### src/rtl/uart_receiver_if.sv
// Receive-path result bundle: the deframed byte, its status flags and the busy indication.
// The receiver drives it (master); RBR/LSR logic consumes it (slave).
interface uart_receiver_if;
  logic [7:0] rx_data;
  logic       rx_valid;
  logic       pe;
  logic       fe;
  logic       bi;
  logic       rx_busy;

  modport master (output rx_data, rx_valid, pe, fe, bi, rx_busy);
  modport slave  (input  rx_data, rx_valid, pe, fe, bi, rx_busy);
endinterface

### src/rtl/uart_receiver.sv
// UART receive path: oversampled start/data/parity/stop deframing with PE/FE/BI status.
// Define UART_RX_MAJORITY_EN for 2-of-3 majority bit sampling around the bit centre.
module uart_receiver #(
  parameter int OVERSAMPLE  = 16,
  parameter int SYNC_STAGES = 2
) (
  input  logic       pclk,
  input  logic       presetn,
  input  logic       urrst,
  input  logic       rx_edge,
  input  logic       uart_rxd,
  input  logic       loop,
  input  logic       loop_txd,
  input  logic [1:0] wls,
  input  logic       pen,
  input  logic       eps,
  input  logic       sp,
  uart_receiver_if.master rx
);

  localparam int CW = $clog2(OVERSAMPLE);
  localparam logic [CW-1:0] MID_CNT = CW'(OVERSAMPLE / 2 - 1);

  typedef enum logic [2:0] {
    IDLE,
    START,
    DATA,
    PARITY,
    STOP,
    BREAK_WAIT
  } state_t;

  // Input synchronizer; idles high so reset never looks like a start bit.
  genvar gi;
  generate
    for (gi = 0; gi < SYNC_STAGES; gi++) begin : g_sync
      logic stage_reg;
      if (gi == 0) begin : g_first
        always_ff @(posedge pclk or negedge presetn) begin
          if (!presetn) stage_reg <= 1'b1;
          else          stage_reg <= uart_rxd;
        end
      end else begin : g_rest
        always_ff @(posedge pclk or negedge presetn) begin
          if (!presetn) stage_reg <= 1'b1;
          else          stage_reg <= g_sync[gi-1].stage_reg;
        end
      end
    end
  endgenerate

  logic rxd_sync;
  logic line;
  logic bit_val;
  assign rxd_sync = g_sync[SYNC_STAGES-1].stage_reg;
  assign line     = loop ? loop_txd : rxd_sync;

  state_t          state_reg;
  logic [CW-1:0]   cnt_reg;

`ifdef UART_RX_MAJORITY_EN
  localparam logic [CW-1:0] EARLY_CNT = CW'(OVERSAMPLE / 2 - 2);
  localparam logic [CW-1:0] DEC_CNT   = CW'(OVERSAMPLE / 2);
  logic s_early_reg;
  logic s_mid_reg;

  // Samples one tick before and at the centre; the third vote is the live line.
  always_ff @(posedge pclk or negedge presetn) begin
    if (!presetn) begin
      s_early_reg <= 1'b0;
      s_mid_reg   <= 1'b0;
    end else if (urrst) begin
      s_early_reg <= 1'b0;
      s_mid_reg   <= 1'b0;
    end else if (rx_edge && state_reg != IDLE) begin
      if (cnt_reg == EARLY_CNT) s_early_reg <= line;
      if (cnt_reg == MID_CNT)   s_mid_reg   <= line;
    end
  end

  assign bit_val = (s_early_reg & s_mid_reg) | (s_early_reg & line) | (s_mid_reg & line);
`else
  localparam logic [CW-1:0] DEC_CNT = MID_CNT;
  assign bit_val = line;
`endif

  logic [7:0] shift_reg;
  logic [2:0] bit_idx_reg;
  logic [1:0] wls_l_reg;
  logic       pen_l_reg;
  logic       eps_l_reg;
  logic       sp_l_reg;
  logic       par_bit_reg;
  logic       pe_pend_reg;
  logic [7:0] rx_data_reg;
  logic       rx_valid_reg;
  logic       pe_reg;
  logic       fe_reg;
  logic       bi_reg;
  logic       busy_reg;

  logic decide;
  logic brk;
  assign decide = (cnt_reg == DEC_CNT);
  assign brk    = (shift_reg == 8'h00) && (!pen_l_reg || !par_bit_reg) && !bit_val;

  always_ff @(posedge pclk or negedge presetn) begin
    if (!presetn) begin
      state_reg    <= IDLE;
      cnt_reg      <= '0;
      shift_reg    <= '0;
      bit_idx_reg  <= '0;
      wls_l_reg    <= '0;
      pen_l_reg    <= 1'b0;
      eps_l_reg    <= 1'b0;
      sp_l_reg     <= 1'b0;
      par_bit_reg  <= 1'b0;
      pe_pend_reg  <= 1'b0;
      rx_data_reg  <= '0;
      rx_valid_reg <= 1'b0;
      pe_reg       <= 1'b0;
      fe_reg       <= 1'b0;
      bi_reg       <= 1'b0;
      busy_reg     <= 1'b0;
    end else if (urrst) begin
      state_reg    <= IDLE;
      cnt_reg      <= '0;
      shift_reg    <= '0;
      bit_idx_reg  <= '0;
      wls_l_reg    <= '0;
      pen_l_reg    <= 1'b0;
      eps_l_reg    <= 1'b0;
      sp_l_reg     <= 1'b0;
      par_bit_reg  <= 1'b0;
      pe_pend_reg  <= 1'b0;
      rx_data_reg  <= '0;
      rx_valid_reg <= 1'b0;
      pe_reg       <= 1'b0;
      fe_reg       <= 1'b0;
      bi_reg       <= 1'b0;
      busy_reg     <= 1'b0;
    end else begin
      rx_valid_reg <= 1'b0;
      if (rx_edge) begin
        cnt_reg <= cnt_reg + 1'b1;
        case (state_reg)
          IDLE: begin
            cnt_reg <= '0;
            if (!line) begin
              state_reg   <= START;
              busy_reg    <= 1'b1;
              wls_l_reg   <= wls;
              pen_l_reg   <= pen;
              eps_l_reg   <= eps;
              sp_l_reg    <= sp;
              shift_reg   <= '0;
              bit_idx_reg <= '0;
              par_bit_reg <= 1'b0;
              pe_pend_reg <= 1'b0;
            end
          end
          START: begin
            if (decide) begin
              if (bit_val) begin
                state_reg <= IDLE;
                busy_reg  <= 1'b0;
              end else begin
                state_reg <= DATA;
              end
            end
          end
          DATA: begin
            if (decide) begin
              shift_reg[bit_idx_reg] <= bit_val;
              bit_idx_reg            <= bit_idx_reg + 1'b1;
              if (bit_idx_reg == 3'd4 + {1'b0, wls_l_reg})
                state_reg <= pen_l_reg ? PARITY : STOP;
            end
          end
          PARITY: begin
            if (decide) begin
              par_bit_reg <= bit_val;
              // {sp,eps}: odd, even, stick-1, stick-0
              case ({sp_l_reg, eps_l_reg})
                2'b00:   pe_pend_reg <= ~(^shift_reg ^ bit_val);
                2'b01:   pe_pend_reg <= ^shift_reg ^ bit_val;
                2'b10:   pe_pend_reg <= ~bit_val;
                default: pe_pend_reg <= bit_val;
              endcase
              state_reg <= STOP;
            end
          end
          STOP: begin
            if (decide) begin
              rx_valid_reg <= 1'b1;
              rx_data_reg  <= shift_reg;
              pe_reg       <= pen_l_reg & pe_pend_reg;
              fe_reg       <= ~bit_val;
              bi_reg       <= brk;
              state_reg    <= brk ? BREAK_WAIT : IDLE;
              busy_reg     <= brk;
            end
          end
          BREAK_WAIT: begin
            if (line) begin
              state_reg <= IDLE;
              busy_reg  <= 1'b0;
            end
          end
          default: begin
            state_reg <= IDLE;
            busy_reg  <= 1'b0;
          end
        endcase
      end
    end
  end

  assign rx.rx_data  = rx_data_reg;
  assign rx.rx_valid = rx_valid_reg;
  assign rx.pe       = pe_reg;
  assign rx.fe       = fe_reg;
  assign rx.bi       = bi_reg;
  assign rx.rx_busy  = busy_reg;

endmodule
### src/flat_wrapper.sv
// flat-port wrapper written by rule: the top's interface ports become plain ports
module uart_receiver_flat 
#(
  parameter int OVERSAMPLE  = 16,
  parameter int SYNC_STAGES = 2
)
  (pclk, presetn, urrst, rx_edge, uart_rxd, loop, loop_txd, wls, pen, eps, sp, rx_rx_data, rx_rx_valid, rx_pe, rx_fe, rx_bi, rx_rx_busy);
  uart_receiver_if rx_i ();
  input  logic pclk;
  input  logic presetn;
  input  logic urrst;
  input  logic rx_edge;
  input  logic uart_rxd;
  input  logic loop;
  input  logic loop_txd;
  input  logic [1:0] wls;
  input  logic pen;
  input  logic eps;
  input  logic sp;
  output wire logic [$bits(rx_i.rx_data)-1:0] rx_rx_data;
  output wire logic [$bits(rx_i.rx_valid)-1:0] rx_rx_valid;
  output wire logic [$bits(rx_i.pe)-1:0] rx_pe;
  output wire logic [$bits(rx_i.fe)-1:0] rx_fe;
  output wire logic [$bits(rx_i.bi)-1:0] rx_bi;
  output wire logic [$bits(rx_i.rx_busy)-1:0] rx_rx_busy;
  assign rx_rx_data = rx_i.rx_data;
  assign rx_rx_valid = rx_i.rx_valid;
  assign rx_pe = rx_i.pe;
  assign rx_fe = rx_i.fe;
  assign rx_bi = rx_i.bi;
  assign rx_rx_busy = rx_i.rx_busy;
  uart_receiver #(.OVERSAMPLE(OVERSAMPLE), .SYNC_STAGES(SYNC_STAGES)) u_core (.pclk(pclk), .presetn(presetn), .urrst(urrst), .rx_edge(rx_edge), .uart_rxd(uart_rxd), .loop(loop), .loop_txd(loop_txd), .wls(wls), .pen(pen), .eps(eps), .sp(sp), .rx(rx_i));
endmodule
### config.mk
export PLATFORM = sky130hd
export DESIGN_NAME = uart_receiver_flat
export DESIGN_NICKNAME = d
export VERILOG_FILES = /design/src/rtl/uart_receiver_if.sv /design/src/rtl/uart_receiver.sv /design/src/flat_wrapper.sv
export SDC_FILE = /design/constraint.sdc
export NUM_CORES = 1
export LEC_CHECK = 0
export CAP_MARGIN = 20
export CORE_AREA = 2 2 96 98
export CTS_BUF_LIST = sky130_fd_sc_hd__clkbuf_8
export CTS_CLUSTER_SIZE = 8
export DETAILED_ROUTE_END_ITERATION = 6
export DIE_AREA = 0 0 98 100
export GPL_TIMING_DRIVEN = 0
export SETUP_SLACK_MARGIN = 0.5
export SYNTH_ARGS = -nofsm -noshare
export SYNTH_HDL_FRONTEND = slang
export SYNTH_SLANG_ARGS = --single-unit
### constraint.sdc
create_clock -name pclk -period 1.9 [get_ports pclk]
set_clock_uncertainty 0.05 [all_clocks]
set_input_delay 0.19 -clock pclk [delete_from_list [all_inputs] [get_ports pclk]]
set_output_delay 0.19 -clock pclk [all_outputs]
set_load 0.005 [all_outputs]
== After elaboration in Yosys (flattened, before gate mapping) ==
Index checks and enable logic that the tools add are counted.
Word-level totals
  register bits after elaboration: 40
  word-level logic and storage cells: 151
Operators by class
  add/sub/neg operators: 3
  order comparisons: 2
  equal/unequal tests: 18
  mux-type cells: 82
  bitwise logic cells: 4
  reductions and logical operators: 24
Operators with widths (number)
  8-bit two-way mux: 8
  3-bit two-way mux: 15
  1-bit two-way mux: 42
  3-bit by 2-bit inequality test with 1-bit output (second input constant): 6
  3-bit case mux with 6 select lines: 1
  8-bit case mux with 2 select lines: 1
  4-bit two-way mux: 3
  2-bit two-way mux: 5
  8-bit bitwise mux: 1
  8-bit zero test: 1
  4-bit AND reduction: 2
  8-bit AND reduction: 1
  2-bit nonzero test: 4
  8-bit XOR reduction: 1
  3-bit by 2-bit == test with 1-bit output (second input constant): 2
  3-bit == test (second input constant): 2
  3-bit case mux with 2 select lines: 1
  3-bit AND reduction: 2
  3-bit nonzero test: 2
  1-bit case mux with 5 select lines: 1
  5-bit AND reduction: 1
  4-bit by 1-bit adder with 4-bit output (second input constant): 1
  4-bit by 3-bit == test with 1-bit output (second input constant): 1
  3-bit by 4-bit less-than comparator with 1-bit output (second input constant): 1
  other kinds (22): 28

== Longest topological paths before layout ==
Gate-level depths: netlist (run 1).
  word-level depth: 9
  depth in mapped cells: 7

== Least setup slack after synthesis (run 1) ==
No wires, ideal clock.
  path kind: flip-flop to flip-flop
  start: reg u_core.cnt_reg[0]
  end: reg u_core.shift_reg[2]
  library setup time: 0.080 ns
  arrival: 1.727 ns
  setup slack: 0.043 ns
  cell stages (with the launch flop): 8
  path through: dfrtp_1 ha_1 and3b_1 buf_2 mux2i_2 o31a_1 nor4b_2 mux2i_1
Between the ends
  word-level cells in the longest chain between the ends: 3
RTL lines
  start: declaration: RTL line uart_receiver.sv:59  | logic [CW-1:0] cnt_reg;
  start signal: assignment: RTL line uart_receiver.sv:145  | cnt_reg <= cnt_reg + 1'b1;
  4-bit by 3-bit == test with 1-bit output: RTL line uart_receiver.sv:104  | assign decide = (cnt_reg == DEC_CNT);
  3-bit by 2-bit inequality test with 1-bit output (no line)
  4-bit AND reduction (no line)
  end signal: indexed assignment: RTL line uart_receiver.sv:174  | shift_reg[bit_idx_reg] <= bit_val;
  end: declaration: RTL line uart_receiver.sv:87  | logic [7:0] shift_reg;
Every way passes these cells.
A chain may end at the register's enable or synchronous reset.

== Final worst setup path (run 1) ==
  start: reg u_core.cnt_reg[0]
  end: reg u_core.state_reg[2]
Between the ends
  word-level cells in the longest chain between the ends: 3
  elaborated cells between the ends (all ways): 6
RTL lines
  4-bit by 3-bit == test with 1-bit output (*): RTL line uart_receiver.sv:104
  3-bit by 2-bit inequality test with 1-bit output (no line)
  8-bit AND reduction (no line) (*)
  end signal: assignment: RTL line uart_receiver.sv:177  | state_reg <= pen_l_reg ? PARITY : STOP;
  end signal: assignment: RTL line uart_receiver.sv:200  | state_reg <= brk ? BREAK_WAIT : IDLE;
  end: declaration: RTL line uart_receiver.sv:58  | state_t state_reg;
Every way passes the cells marked *; elsewhere a longest branch is shown, timed or not.

==> summary.txt, run 1 <==
Place
  • Cell count after placement: roughly 350
  • Final RePlAce weighted congestion: ~0.8
  • Placed Area: 2590 um^2
  • Port Buffers: 24
  • Hpwl dp: ~3600 um

Logic synthesis
  • Syn Inst Count: 211
  • Syn_area_per_cell: 10.2 um^2
  • Ys flop type: dfrtp_1
  • Ys async rst share: between 90% and 100%
  • Register area share after synthesis: a little under half
  • Post-Syn Nets: approximately 230
  • Number of synthesized register bits: 40
  • Number of synthesized flops with an enable pin: 0
  • Synth unique cells: between 50 and 60
  • Post-Syn Area: between 2000 and 2500 um^2
  • YS warnings: 0

Power
  • P_int: between 1.5 and 2 mW
  • PwrDens: between 600 and 700 nW/um^2
  • Max VDD drop: slightly above 0.0004 V
  • Part of the power in the clock network: between 30 and 40%
  • Pleak: 1.55 nW
  • Switching share of power: 29.3%
  • Sequential power share: 41.8%
  • Sw Pwr: between 0.6 and 0.7 mW
  • Combinational Power Share: 24.7%

Worst setup path
  • Arrival @ worst endpoint: ~2.1 ns
  • Max FO, Critical Path: 3
  • Required @ worst endpoint: 2.04 ns
  • Worst Setup Path Type: flip-flop to flip-flop
  • Worst reg2reg startpoint: u_core.cnt_reg[0]
  • Critical Path Start Type: flip-flop
  • Critical path endpoint category: flip-flop
  • Worst setup startpoint: u_core.cnt_reg[0]

Die
  • Row Count: 35
  • Die area: about 9800 um^2
  • Initial Util: 24.3%
  • Core region area: 8890 um^2
  • Die Y: ~100 um
  • IO Pins: 25
  • Die width: between 90 and 100 um

Route
  • DRT Pass-1 Iters: 4
  • DRT iter0 DRCs: around 130
  • Drt wl/cell: about 15 um
  • Routed vias: ~1,900
  • DRC: 0
  • Drt total wl: roughly 6000 um
  • Vias per inst: approximately 4.8
  • Routed Antenna Nets: 0

Timing
  • Max transition margin: 50.5%
  • Final setup margin: -0.0804 ns
  • Setup TNS: -0.181 ns
  • Fmax: approximately 0.50 GHz
  • Final Critical Period: 1.98 ns
  • Period utilization: 104%
  • Final Max Slew Viols: 0
  • RSZ-0062 raised after global routing: true
  • Final setup violation count: 5
  • Slew @ Worst Pin: 0.743 ns
  • Hold WS: about 0.26 ns
  • Hold Fails Final Rpt: 0

Global route
  • Grt total ovfl: 0
  • Largest net degree at the start of global routing: 24
  • Vias in the first global route: 1,879
  • First-pass GRT wire length: 9410 um
  • Global Route Usage Sum: between 10% and 20%
  • Antenna violations before repair: 0

Final layout
  • Layout cells sized above 1: a little over two fifths
  • Ant diodes: 0
  • Cell area after layout: roughly 3400 um^2
  • Filler Cells Inserted: ~840
  • Finished Layout Cells: 398
  • Layout Nets: 304
  • Syn-to-layout area delta: 57.9%

CTS
  • Total CTS buffers: 5
  • H-tree depth: 2
  • CTS Root Buffer Type: clkbuf_8
  • Clk_lat worst skew: 0.31 ns
  • Worst-path clk slew: approximately 0.080 ns
  • CTS tree: done
  • Sink Count: 40
  • CTS Buffer Depth: 2

Outcome
  • Status: finished with violations
  • Failing checks: setup timing

Hold path
  • Type of the most critical hold path: primary input to flip-flop
  • Hold path start: uart_rxd

Flow run
  • Max-cap check violation count: 0
## critical path, stage by stage, from the launching register on
cell and delay [ns]:
dfrtp_1 0.36, ha_2 0.18, and3b_1 0.19, buf_6 0.13
buf_6 0.11, o22ai_4 0.07, a2111oi_4 0.39, buf_4 0.20
o221ai_2 0.08, o211a_1 0.12
## worst paths after layout
check	endpoint	slack, ns	depth (start not counted)
worst max-delay path	u_core.state_reg[2]	-0.08	9
worst min-delay path	u_core.g_sync[0].stage_reg	0.26	1
worst max register to register	u_core.state_reg[2]	-0.08	9
worst min register to register	u_core.g_sync[1].stage_reg	0.31	0
max in group asynchronous	u_core.g_sync[0].stage_reg	0.94	3
min in group asynchronous	u_core.cnt_reg[1]	0.32	2
## cells in the final DEF (no fill, tap or decap), types with 6 or more instances in the layout
cell              n
a22o_1            9
buf_4            32
buf_6            11
clkbuf_8          8
clkdlybuf4s50_1   9
dfrtp_1          37
dlygate4sd2_1    10
inv_2             8
mux2i_1           9
nand2_1          27
nor2_1            8
o21ai_1           6
## cells in the mapped netlist, types with 2 or more instances
cell       n  area, um^2
dfstp_2    2        52.6
inv_1      8        30.0
o21ai_0    9        45.0
nor2b_1    2        12.5
nor3b_1    2        15.0
a32o_1     2        20.0
o32ai_1    2        17.5
nand2_1   33         124
nor3_1     3        15.0
nor4b_2    2        30.0
nand4_1    2        12.5
nand4b_1   4        35.0
o21ai_1    2        10.0
mux2_2     2        22.5
nor2_1     9        33.8
xnor2_1    7        61.3
nand3_1    3        15.0
a21oi_1    6        30.0
clkbuf_1   8        30.0
o31ai_1    2        15.0
dfrtp_1   38         951
ha_1       6        75.1
mux2i_1    9        90.1
or4_1      2        15.0
a31oi_1    2        12.5
a22o_1     9        78.8
nand2b_1   5        31.3
buf_2      5        25.0
## final cells by class
cell class                 instances  area, um^2  area share [%]
multi-input combinational        147        1350            39.6
sequential                        40        1000            29.5
timing repair buffer              68         641            18.8
tap                              111         139            4.08
buffer                            14         120            3.53
clock buffer                       5        68.8            2.02
clock inverter                     3        46.3            1.36
inverter                          10        37.5            1.10
## cell families after synthesis
kind of cell / share of synthesized area, %
buf+inv: 4.47
simple gates: 18.4
xor+xnor: 2.84
mux: 6.90
flops: 46.5
fa+ha+maj: 3.48
compound gates: 17.3
## stage by stage
step                utilization (%)  total power, mW  setup WS, ns
finish                         38.3             2.19       -0.0804
global route                   38.3             2.28        -0.146
CTS                            35.8             2.12       -0.0697
detailed placement             29.1             1.26        -0.495
global placement               28.9             1.25        -0.428
floorplan                         -             1.14        0.0955
## repair_timing
| item | 4_1_cts | 5_1_grt |
|---|---|---|
| cloned | 3 | 0 |
| setup buffers | 33 | 6 |
| endpoints found under the hold margin | 17 | 0 |
| pin swaps | 28 | 26 |
| gates resized for setup | 60 | 50 |
| endpoints found under the setup margin | 49 | 40 |
| hold buffers | 1 | 0 |
## power by group through the flow
stage / Sequential, mW / Combinational (mW) / Clock [mW]
global route: 0.917 / 0.583 / 0.779
floorplan: 0.917 / 0.224 / 0
finish: 0.913 / 0.540 / 0.732
global placement: 0.923 / 0.327 / 0
detailed placement: 0.925 / 0.336 / 0
CTS: 0.910 / 0.464 / 0.747
## per-layer routing
| layer | up-vias | GRT usage, % | part of all wire (%) |
|---|---|---|---|
| li1 | 910 | - | - |
| met1 | 920 | 15.9 | 43 |
| met2 | 55 | 19.6 | 49 |
| met3 | 15 | 1.74 | 4.3 |
| met4 | 0 | 3.74 | 3.2 |
| met5 | - | 0 | 0 |
Note: power is estimated with default switching activity, not from simulation.
==> run 2, diff against run 1 <==
--- a/config.mk
+++ b/config.mk
@@ -12,6 +12,7 @@
 export DETAILED_ROUTE_END_ITERATION = 6
 export DIE_AREA = 0 0 98 100
 export GPL_TIMING_DRIVEN = 0
+export MAX_ROUTING_LAYER = met4
 export SETUP_SLACK_MARGIN = 0.5
 export SYNTH_ARGS = -nofsm -noshare
 export SYNTH_HDL_FRONTEND = slang
==> run 2 against run 1 <==
Net effect: the flow still finishes with violations (setup timing); largest cell class unchanged; sequential power about the same; design area unchanged; first-iteration DRC count increased by 28%.
==> summary.txt, run 2 (synthesis gave the netlist of run 1 again) <==
Route
  • Drt total wl: 5950 um (was 5990 um)
  • Routed Antenna Nets: 0 (unchanged)
  • Drt wl/cell: 14.9 um (was 15.1 um)
  • Vias per inst: 4.76 (was 4.77)
  • DRC: 0 (unchanged)
  • Routed vias: 1,896 (was 1,900)
  • DRT Pass-1 Iters: 4 (unchanged)
  • DRT iter0 DRCs: 172 (was 134)

Final layout
  • Final core occ: 38.3% (unchanged)
  • Most frequent cells in the layout: dfrtp_1 (37), buf_4 (32), nand2_1 (27) (unchanged)
  • Layout Nets: 304 (unchanged)
  • Syn-to-layout area delta: 57.9% (unchanged)
  • Storage element area: 1000 um^2 (unchanged)
  • Commonest non-fill, non-tap cell in the layout: dfrtp_1 (unchanged)
  • Multi-input logic area: 1350 um^2 (unchanged)
  • Cell area after layout: 3410 um^2 (unchanged)
  • Layout cells sized above 1: 42.2% (unchanged)
  • Ant diodes: 0 (unchanged)
  • Filler Cells Inserted: 844 (unchanged)

Power
  • Sw Pwr: 0.636 mW (was 0.640 mW)
  • Combinational Power Share: 24.7% (about the same)
  • P_int: 1.54 mW (was 1.55 mW)
  • Part of the power in the clock network: 33.5% (about the same)
  • Max VDD drop: 0.000399 V (was 0.000403 V)
  • Sequential power share: 41.9% (was 41.8%)
  • Pleak: 1.55 nW (unchanged)
  • PwrDens: 640 nW/um^2 (was 641 nW/um^2)
  • Switching share of power: 29.2% (was 29.3%)

Worst setup path
  • Critical Path Start Type: flip-flop (unchanged)
  • Required @ worst endpoint: 2.04 ns (about the same)
  • Max FO, Critical Path: 3 (unchanged)
  • Critical path endpoint category: flip-flop (unchanged)
  • Worst Setup Path Type: flip-flop to flip-flop (unchanged)
  • Arrival @ worst endpoint: 2.11 ns (was 2.12 ns)

Place
  • Port Buffers: 24 (unchanged)
  • Final RePlAce weighted congestion: 0.832 (was 0.820)
  • Hpwl dp: 3560 um (unchanged)
  • Placed Area: 2590 um^2 (unchanged)
  • Pre-CTS WS: -0.495 ns (unchanged)

Die
  • Die area: 9800 um^2 (unchanged)
  • Initial Util: 24.3% (unchanged)
  • Die width: 98 um (unchanged)
  • Row Count: 35 (unchanged)
  • IO Pins: 25 (unchanged)
  • Core region area: 8890 um^2 (unchanged)
  • Die Y: 100 um (unchanged)

Timing
  • Period utilization: 104% (about the same)
  • RSZ-0062 raised after global routing: true (unchanged)
  • Max transition margin: 50.6% (was 50.5%)
  • Hold Fails Final Rpt: 0 (unchanged)
  • Hold WS: 0.256 ns (about the same)
  • Final setup violation count: 3 (was 5)
  • Fmax: 0.507 GHz (was 0.505 GHz)
  • Final Critical Period: 1.97 ns (was 1.98 ns)
  • Slew @ Worst Pin: 0.742 ns (was 0.743 ns)
  • Final Max Slew Viols: 0 (unchanged)
  • Final setup margin: -0.0736 ns (was -0.0804 ns)
  • Setup TNS: -0.167 ns (was -0.181 ns)

Global route
  • First-pass GRT wire length: 9400 um (was 9410 um)
  • Met2 Use GR: 19.6% (unchanged)
  • Met3 Track Usage GR: 1.60% (was 1.74%)
  • GR Layer Usage met1: 16.0% (was 15.9%)
  • Grt total ovfl: 0 (unchanged)
  • Vias in the first global route: 1,873 (was 1,879)
  • Largest net degree at the start of global routing: 24 (unchanged)
  • Global Route Usage Sum: 12.1% (was 11.8%)
  • GRT Max-Usage Layer: met2 (unchanged)
  • Antenna violations before repair: 0 (unchanged)

CTS
  • Total CTS buffers: 5 (unchanged)
  • CTS Root Buffer Type: clkbuf_8 (unchanged)
  • Worst-path clk slew: 0.08 ns (about the same)
  • H-tree depth: 2 (unchanged)
  • CTS Buffer Depth: 2 (unchanged)
  • CTS tree: done (unchanged)
  • Clk_lat worst skew: 0.31 ns (about the same)
  • Sink Count: 40 (unchanged)

Outcome
  • Failing checks: setup timing (unchanged)
  • Status: finished with violations (unchanged)

Hold path
  • Type of the most critical hold path: primary input to flip-flop (unchanged)

Flow run
  • Max-cap check violation count: 0 (unchanged)
run 2: power groups by stage:
stage | sequential [mW] | clock, mW | combinational, mW
2_1_floorplan | 0.917 | 0 | 0.224
4_1_cts | 0.910 | 0.747 | 0.464
3_5_place_dp | 0.925 | 0 | 0.336
3_3_place_gp | 0.923 | 0 | 0.327
5_1_grt | 0.917 | 0.779 | 0.582
6_report | 0.913 | 0.730 | 0.538
run 2: per-layer routing:
layer  share of wire [%]  up-vias  wire length, um
met2                  50       59             2970
met1                  42      914             2500
met5                   0        -                0
met4                 2.9        0              171
met3                 5.1       13              304
li1                    -      910                -
run 2: area by class of cell:
type	count	area share, %
well taps	111	4.08
clock inverters	3	1.36
repair buffers	68	18.8
flip-flops and latches	40	29.5
inverters	10	1.10
clock buffers	5	2.02
plain buffers	14	3.53
multi-input cells	147	39.6
run 2: final timing paths:
kind	startpoint	end	slack, ns	cells after the start
worst max register to register	u_core.cnt_reg[0]	u_core.state_reg[2]	-0.07	9
min in group asynchronous	presetn	u_core.cnt_reg[1]	0.32	2
worst max-delay path	u_core.cnt_reg[0]	u_core.state_reg[2]	-0.07	9
worst min-delay path	uart_rxd	u_core.g_sync[0].stage_reg	0.26	1
max in group asynchronous	presetn	u_core.g_sync[0].stage_reg	0.95	3
worst min register to register	u_core.g_sync[0].stage_reg	u_core.g_sync[1].stage_reg	0.31	0
run 2: per-stage QoR:
stage,std cells,power (mW)
6_report,398,2.18
5_1_grt,398,2.28
4_1_cts,392,2.12
3_5_place_dp,347,1.26
3_3_place_gp,346,1.25
2_1_floorplan,211,1.14
run 2: timing repair:
item                                   in CTS  in global routing
setup endpoints to repair                  49                 40
hold buffers                                1                  0
endpoints found under the hold margin      17                  0
pin swaps                                  28                 26
resized for setup                          60                 50
buffers inserted                           33                  6
gates cloned                                3                  0
run 2: worst max-delay path: stages, from the launching register on:
cell       delay (ns)
dfrtp_1          0.36
ha_2             0.18
and3b_1          0.19
buf_6            0.12
buf_6            0.10
o22ai_4          0.07
a2111oi_4        0.39
buf_4            0.20
o221ai_2         0.08
o211a_1          0.12
